<file path="config.mk">
export PLATFORM = sky130hd
export DESIGN_NAME = crc_engine_flat
export DESIGN_NICKNAME = d
export VERILOG_FILES = /design/src/rtl/crc_engine_if.sv /design/src/rtl/crc_engine.sv /design/src/flat_wrapper.sv
export SDC_FILE = /design/constraint.sdc
export NUM_CORES = 1
export LEC_CHECK = 0
export ABC_AREA = 1
export CAP_MARGIN = 20
export CORE_UTILIZATION = 50
export CTS_BUF_LIST = sky130_fd_sc_hd__clkbuf_8
export CTS_CLUSTER_SIZE = 28
export DETAILED_ROUTE_END_ITERATION = 7
export GPL_ROUTABILITY_DRIVEN = 0
export HOLD_SLACK_MARGIN = 0.15
export PLACE_DENSITY_LB_ADDON = 0.08
export SLEW_MARGIN = 20
export SYNTH_ARGS = -nofsm -noshare
export SYNTH_HDL_FRONTEND = slang
export SYNTH_SLANG_ARGS = --single-unit
</file>
<file path="constraint.sdc">
create_clock -name clk -period 3.1 [get_ports clk]
set_clock_uncertainty 0.1 [all_clocks]
set_input_delay 0.31 -clock clk [delete_from_list [all_inputs] [get_ports clk]]
set_output_delay 0.31 -clock clk [all_outputs]
set_load 0.005 [all_outputs]
</file>
<file path="src/rtl/crc_engine_if.sv">
// Beat-in / result-out bundle for crc_engine: frame input stream, abort, and the
// registered result, status and debug outputs.
interface crc_engine_if #(
  parameter int unsigned WIDTH  = 8,
  parameter int unsigned DATA_W = 8
);
  logic              clr;
  logic              axiiv;
  logic [DATA_W-1:0] axiid;
  logic              axiil;
  logic              axiov;
  logic [WIDTH-1:0]  axiod;
  logic              crc_ok;
  logic [WIDTH-1:0]  crc_run;
  logic [15:0]       beats;

  modport master (
    output clr, axiiv, axiid, axiil,
    input  axiov, axiod, crc_ok, crc_run, beats
  );

  modport slave (
    input  clr, axiiv, axiid, axiil,
    output axiov, axiod, crc_ok, crc_run, beats
  );
endinterface

</file>
<file path="src/rtl/crc_engine.sv">
// Frame-aware parametrised CRC engine: one unrolled DATA_W-bit update per beat,
// registered final CRC / residue flag / beat count one cycle after the last beat.
module crc_engine #(
  parameter int unsigned WIDTH   = 8,
  parameter logic [31:0] POLY    = 32'h1D,
  parameter logic [31:0] INIT    = 32'hFF,
  parameter bit          REFIN   = 1'b1,
  parameter bit          REFOUT  = 1'b1,
  parameter logic [31:0] XOROUT  = 32'h00,
  parameter logic [31:0] RESIDUE = 32'h00,
  parameter int unsigned DATA_W  = 8
) (
  input logic            clk,
  input logic            rst,
  crc_engine_if.slave    bus
);

  localparam logic [WIDTH-1:0] POLY_W    = POLY[WIDTH-1:0];
  localparam logic [WIDTH-1:0] INIT_W    = INIT[WIDTH-1:0];
  localparam logic [WIDTH-1:0] XOROUT_W  = XOROUT[WIDTH-1:0];
  localparam logic [WIDTH-1:0] RESIDUE_W = RESIDUE[WIDTH-1:0];
  localparam logic [15:0]      CNT_MAX   = 16'hFFFF;

  typedef enum logic {IDLE, ACTIVE} state_e;

  state_e            state_q, state_d;
  logic [WIDTH-1:0]  crc_q, crc_d;
  logic [15:0]       cnt_q, cnt_d;
  logic              ov_q, ov_d;
  logic [WIDTH-1:0]  od_q, od_d;
  logic              ok_q, ok_d;
  logic [15:0]       beats_q, beats_d;
  logic              arm_q;

  logic              beat_c;
  logic [WIDTH-1:0]  crc_nxt_c;
  logic [15:0]       cnt_inc_c;

  // Whole beat folded into the register in one combinational pass.
  function automatic logic [WIDTH-1:0] crc_step(input logic [WIDTH-1:0] c,
                                                input logic [DATA_W-1:0] d);
    logic [WIDTH-1:0] r;
    logic             b;
    logic             fb;
    r = c;
    for (int i = 0; i < int'(DATA_W); i++) begin
      b  = REFIN ? d[i] : d[int'(DATA_W) - 1 - i];
      fb = r[WIDTH-1] ^ b;
      r  = {r[WIDTH-2:0], 1'b0} ^ (fb ? POLY_W : '0);
    end
    return r;
  endfunction

  function automatic logic [WIDTH-1:0] bitrev(input logic [WIDTH-1:0] v);
    logic [WIDTH-1:0] r;
    for (int i = 0; i < int'(WIDTH); i++) r[i] = v[int'(WIDTH) - 1 - i];
    return r;
  endfunction

  assign crc_nxt_c = crc_step(crc_q, bus.axiid);
  assign cnt_inc_c = (cnt_q == CNT_MAX) ? cnt_q : cnt_q + 16'd1;
  // arm_q holds off acceptance until the second edge after reset release.
  assign beat_c    = arm_q & bus.axiiv & ~bus.clr;

  always_comb begin
    state_d = state_q;
    crc_d   = crc_q;
    cnt_d   = cnt_q;
    ov_d    = 1'b0;
    od_d    = od_q;
    ok_d    = ok_q;
    beats_d = beats_q;

    case (state_q)
      IDLE:    if (beat_c && !bus.axiil) state_d = ACTIVE;
      ACTIVE:  if (beat_c && bus.axiil)  state_d = IDLE;
      default: state_d = IDLE;
    endcase

    if (bus.clr) begin
      state_d = IDLE;
      crc_d   = INIT_W;
      cnt_d   = '0;
    end else if (beat_c) begin
      if (bus.axiil) begin
        ov_d    = 1'b1;
        od_d    = (REFOUT ? bitrev(crc_nxt_c) : crc_nxt_c) ^ XOROUT_W;
        ok_d    = (crc_nxt_c == RESIDUE_W);
        beats_d = cnt_inc_c;
        crc_d   = INIT_W;
        cnt_d   = '0;
      end else begin
        crc_d = crc_nxt_c;
        cnt_d = cnt_inc_c;
      end
    end
  end

  always_ff @(posedge clk or negedge rst) begin
    if (!rst) begin
      state_q <= IDLE;
      crc_q   <= INIT_W;
      cnt_q   <= '0;
      ov_q    <= 1'b0;
      od_q    <= '0;
      ok_q    <= 1'b0;
      beats_q <= '0;
      arm_q   <= 1'b0;
    end else begin
      state_q <= state_d;
      crc_q   <= crc_d;
      cnt_q   <= cnt_d;
      ov_q    <= ov_d;
      od_q    <= od_d;
      ok_q    <= ok_d;
      beats_q <= beats_d;
      arm_q   <= 1'b1;
    end
  end

  assign bus.axiov   = ov_q;
  assign bus.axiod   = od_q;
  assign bus.crc_ok  = ok_q;
  assign bus.crc_run = crc_q;
  assign bus.beats   = beats_q;

endmodule

</file>
<file path="src/flat_wrapper.sv">
// flat-port wrapper written by rule: the top's interface ports become plain ports
module crc_engine_flat 
#(
  parameter int unsigned WIDTH   = 8,
  parameter logic [31:0] POLY    = 32'h1D,
  parameter logic [31:0] INIT    = 32'hFF,
  parameter bit          REFIN   = 1'b1,
  parameter bit          REFOUT  = 1'b1,
  parameter logic [31:0] XOROUT  = 32'h00,
  parameter logic [31:0] RESIDUE = 32'h00,
  parameter int unsigned DATA_W  = 8
)
  (clk, rst, bus_clr, bus_axiiv, bus_axiid, bus_axiil, bus_axiov, bus_axiod, bus_crc_ok, bus_crc_run, bus_beats);
  crc_engine_if #(.WIDTH(WIDTH), .DATA_W(DATA_W)) bus_i ();
  input logic clk;
  input logic rst;
  input wire logic [$bits(bus_i.clr)-1:0] bus_clr;
  input wire logic [$bits(bus_i.axiiv)-1:0] bus_axiiv;
  input wire logic [$bits(bus_i.axiid)-1:0] bus_axiid;
  input wire logic [$bits(bus_i.axiil)-1:0] bus_axiil;
  output wire logic [$bits(bus_i.axiov)-1:0] bus_axiov;
  output wire logic [$bits(bus_i.axiod)-1:0] bus_axiod;
  output wire logic [$bits(bus_i.crc_ok)-1:0] bus_crc_ok;
  output wire logic [$bits(bus_i.crc_run)-1:0] bus_crc_run;
  output wire logic [$bits(bus_i.beats)-1:0] bus_beats;
  assign bus_i.clr = bus_clr;
  assign bus_i.axiiv = bus_axiiv;
  assign bus_i.axiid = bus_axiid;
  assign bus_i.axiil = bus_axiil;
  assign bus_axiov = bus_i.axiov;
  assign bus_axiod = bus_i.axiod;
  assign bus_crc_ok = bus_i.crc_ok;
  assign bus_crc_run = bus_i.crc_run;
  assign bus_beats = bus_i.beats;
  crc_engine #(.WIDTH(WIDTH), .POLY(POLY), .INIT(INIT), .REFIN(REFIN), .REFOUT(REFOUT), .XOROUT(XOROUT), .RESIDUE(RESIDUE), .DATA_W(DATA_W)) u_core (.clk(clk), .rst(rst), .bus(bus_i));
endmodule
</file>
==> flow_summary_export.csv <==
group,metric,value,unit
placed_design,hpwl,4.53,mm
grt,overflow,0,
flow_run,cap_viol_max_count,0,
setup_path,timing.rr.end,"u_core.bus.beats[0]",
placed_design,place.port_buffers,46,
clocking,path_clk_slew,0.08,ns
layout,drive_above_1_share,10.9,%
routing,dr.pass1.iters,5,
power_and_ir_drop,power,1.53,mW
clocking,root_buffer,"clkbuf_8",
synth,synth-edff-count,0,
sta,relSlewSlack,42.2,%
sta,rsz0062_at_grt,"no",
sta,fin_tns_setup,0,ns
clocking,cts_made_buffers,5,
synth,synthArstFlopShare,100,%
synth,synth_seq_cells,51,
floorplan,die_y,76.7,um
floorplan,die_w,76.7,um
clocking,postCtsSetupBuffers,0,
sta,fmax,0.506,GHz
synth,ys_top_cells_by_area,"dfrtp_1 39%, nand2_1 18%, dfstp_2 7.5%",
synth,synth_area,0.00279,sq mm
grt,grt_max_degree,34,
setup_path,worstPathRequired,3.13,ns
routing,totalWireLength,6.32,mm
sta,min_period_over_period,63.8,%
sta,tightest_slew,0.866,ns
synth,synth_nets,374,
outcome,status,"finished, final reports clean",
hold_path,holdCritPathClass,"reg2reg",
routing,via_per_inst,5.12,
routing,ant_nets,0,
setup_path,end_kind,"flip-flop",
clocking,clk_latency,0.29,ns
synth,synth_top_flop_cell,"dfrtp_1",
setup_path,crit_arrival,2.01,ns
synth,synth.top_cells.by_count,"131 x nand2_1, 43 x dfrtp_1, 38 x inv_1, 28 x o21ai_0, 19 x nor2_1",
hold_path,hold_path_depth,2,
setup_path,reg2reg_depth,5,
synth,syn_inst,360,
grt,grt_pass1_vias,2280,
synth,ys_seq_area_share,46.1,%
floorplan,rows,26,
setup_path,worst-path-max-fanout,33,
clocking,cts-htree-levels,2,
setup_path,reg2reg_setup_slack,1.18,ns
sta,finalSetupViolations,0,
sta,final-max-slew-violation-count,0,
floorplan,start_util,53.2,%
sta,period_needed,1.98,ns
power_and_ir_drop,leakage,1.66,nW
synth,synth_top_area_share,38.6,%
routing,drtIter0Drc,144,
floorplan,coreArea,0.00524,sq mm
floorplan,io_pins,47,
synth,avgSynthCellArea,7.75,sq um
clocking,cts_tree,"yes",
setup_path,critPathLaunchType,"input port",
setup_path,criticalPathCategory,"in2reg",
power_and_ir_drop,peakVddDrop,0.372,mV
layout,final_util,65.8,%
routing,drc,0,
layout,nNetsFinal,426,
layout,diodes,0,
floorplan,dieArea,0.00588,sq mm
setup_path,critPathCapture,"u_core.bus.beats[0]",
synth,synth.distinct_cells,34,
power_and_ir_drop,power.density,445,mW/mm^2
sta,final-hold-violation-count,0,
layout,fillCellCount,457,
routing,wl_per_cell,13.1,um
setup_path,crit_path_start,"bus_clr",
clocking,clk_path_buf_depth,2,
synth,synth_area_leader_cell,"dfrtp_1",
grt,antenna_found_initial,0,
layout,multiInputGateArea,0.00132,sq mm
clocking,cts_sinks,51,
synth,synth.most_common_cell,"nand2_1",
layout,area_growth,23.6,%
setup_path,timing.rr.start,"u_core.arm_q",
routing,route.vias.total,2471,
grt,grt_usage,23.5,%
layout,seq_area,0.00129,sq mm
grt,grt_pass1_wl,10.9,mm
synth,yosys_warnings,0,
==> worst min path at each step <==
| stage | startpoint | slack [ns] | end |
|---|---|---|---|
| finish | u_core.bus.beats[4] | 0.39 | u_core.bus.beats[4] |
| global route | u_core.bus.axiod[7] | 0.43 | u_core.bus.axiod[7] |
| CTS | u_core.bus.beats[15] | 0.39 | u_core.bus.beats[15] |
| detailed placement | rst | 0.26 | u_core.bus.axiod[5] |
| global placement | rst | 0.25 | u_core.bus.axiod[7] |
| floorplan | rst | -0.09 | u_core.arm_q |
==> routing by layer <==
layer	part of all wire, %	track usage, %	vias up	wire length, um
li1	-	-	1242	-
met5	0	0	-	0
met3	5.0	4.64	5	314
met2	45	36.1	69	2860
met4	0.54	4.62	0	34
met1	49	34.6	1155	3110
==> layout by cell type (no fill, tap or decap), drive strengths merged <==
| cell type | count |
|---|---|
| a31oi | 4 |
| a21oi | 6 |
| nor2 | 19 |
| conb | 1 |
| nor3 | 7 |
| nand4 | 3 |
| o21a | 2 |
| ha | 1 |
| xor2 | 15 |
| buf | 5 |
| dlygate4sd3 | 1 |
| xnor2 | 3 |
| nand2 | 144 |
| a22oi | 1 |
| nand3 | 17 |
| o21ai | 29 |
| clkinv | 2 |
| dfrtp | 43 |
| inv | 41 |
| nor4 | 1 |
| o21bai | 1 |
| a22o | 1 |
| clkdlybuf4s50 | 45 |
| clkbuf | 7 |
| dfstp | 8 |
| o22ai | 6 |
==> worst max-delay path, stage by stage <==
cell and delay, ns:
clkdlybuf4s50_1 0.55, nor3_4 0.06, buf_4 0.20, inv_1 0.65, o21ai_0 0.24
==> repair_timing <==
item                                   4_1_cts  5_1_grt
gates resized for setup                      0        0
hold buffers                                 1        0
endpoints found under the hold margin       20        0
==> through the flow <==
step	setup slack [ns]	hold slack (ns)	instances	cell area, sq um
3_3_place_gp	0.874	0.255	474	3340
4_1_cts	1.10	0.393	483	3450
2_1_floorplan	1.48	-0.0856	360	2790
3_5_place_dp	0.784	0.263	474	3340
5_1_grt	0.928	0.426	483	3450
6_report	1.12	0.386	483	3450
==> logic make-up (layout without fill, tap and decap cells) <==
group | count (synthesis) | count (layout) | synth area share [%]
fa+ha+maj | 1 | 1 | 0.449
xor+xnor | 18 | 18 | 6.46
buf+inv | 48 | 101 | 6.51
other cells | 1 | 1 | 0.134
compound gates | 50 | 50 | 10.2
simple gates | 191 | 191 | 30.1
flops | 51 | 51 | 46.1
==> power by group <==
part / leakage (nW) / total (mW) / switching [mW] / internal, mW
combinational: 0.947 / 0.370 / 0.193 / 0.177
clock: 0.0557 / 0.408 / 0.207 / 0.201
sequential: 0.659 / 0.755 / 0.0347 / 0.721
==> state kept, by name (all words and copies together), names as in the netlist <==
| register | flops |
|---|---|
| u_core.bus.beats | 16 |
| u_core.cnt_q | 16 |
| u_core.bus.axiod | 8 |
| u_core.bus.crc_run | 8 |
| u_core.arm_q | 1 |
| u_core.bus.axiov | 1 |
| u_core.bus.crc_ok | 1 |
==> area by class of cell <==
| cell class | count | share of cell area [%] |
|---|---|---|
| Timing Repair Buffer | 51 | 14.4 |
| Inverter | 42 | 4.57 |
| Clock inverter | 1 | 0.109 |
| Sequential cell | 51 | 37.3 |
| Multi-Input combinational cell | 261 | 38.3 |
| Tap cell | 70 | 2.54 |
| Clock buffer | 7 | 2.79 |
Power figures use the tool's default switching activity.
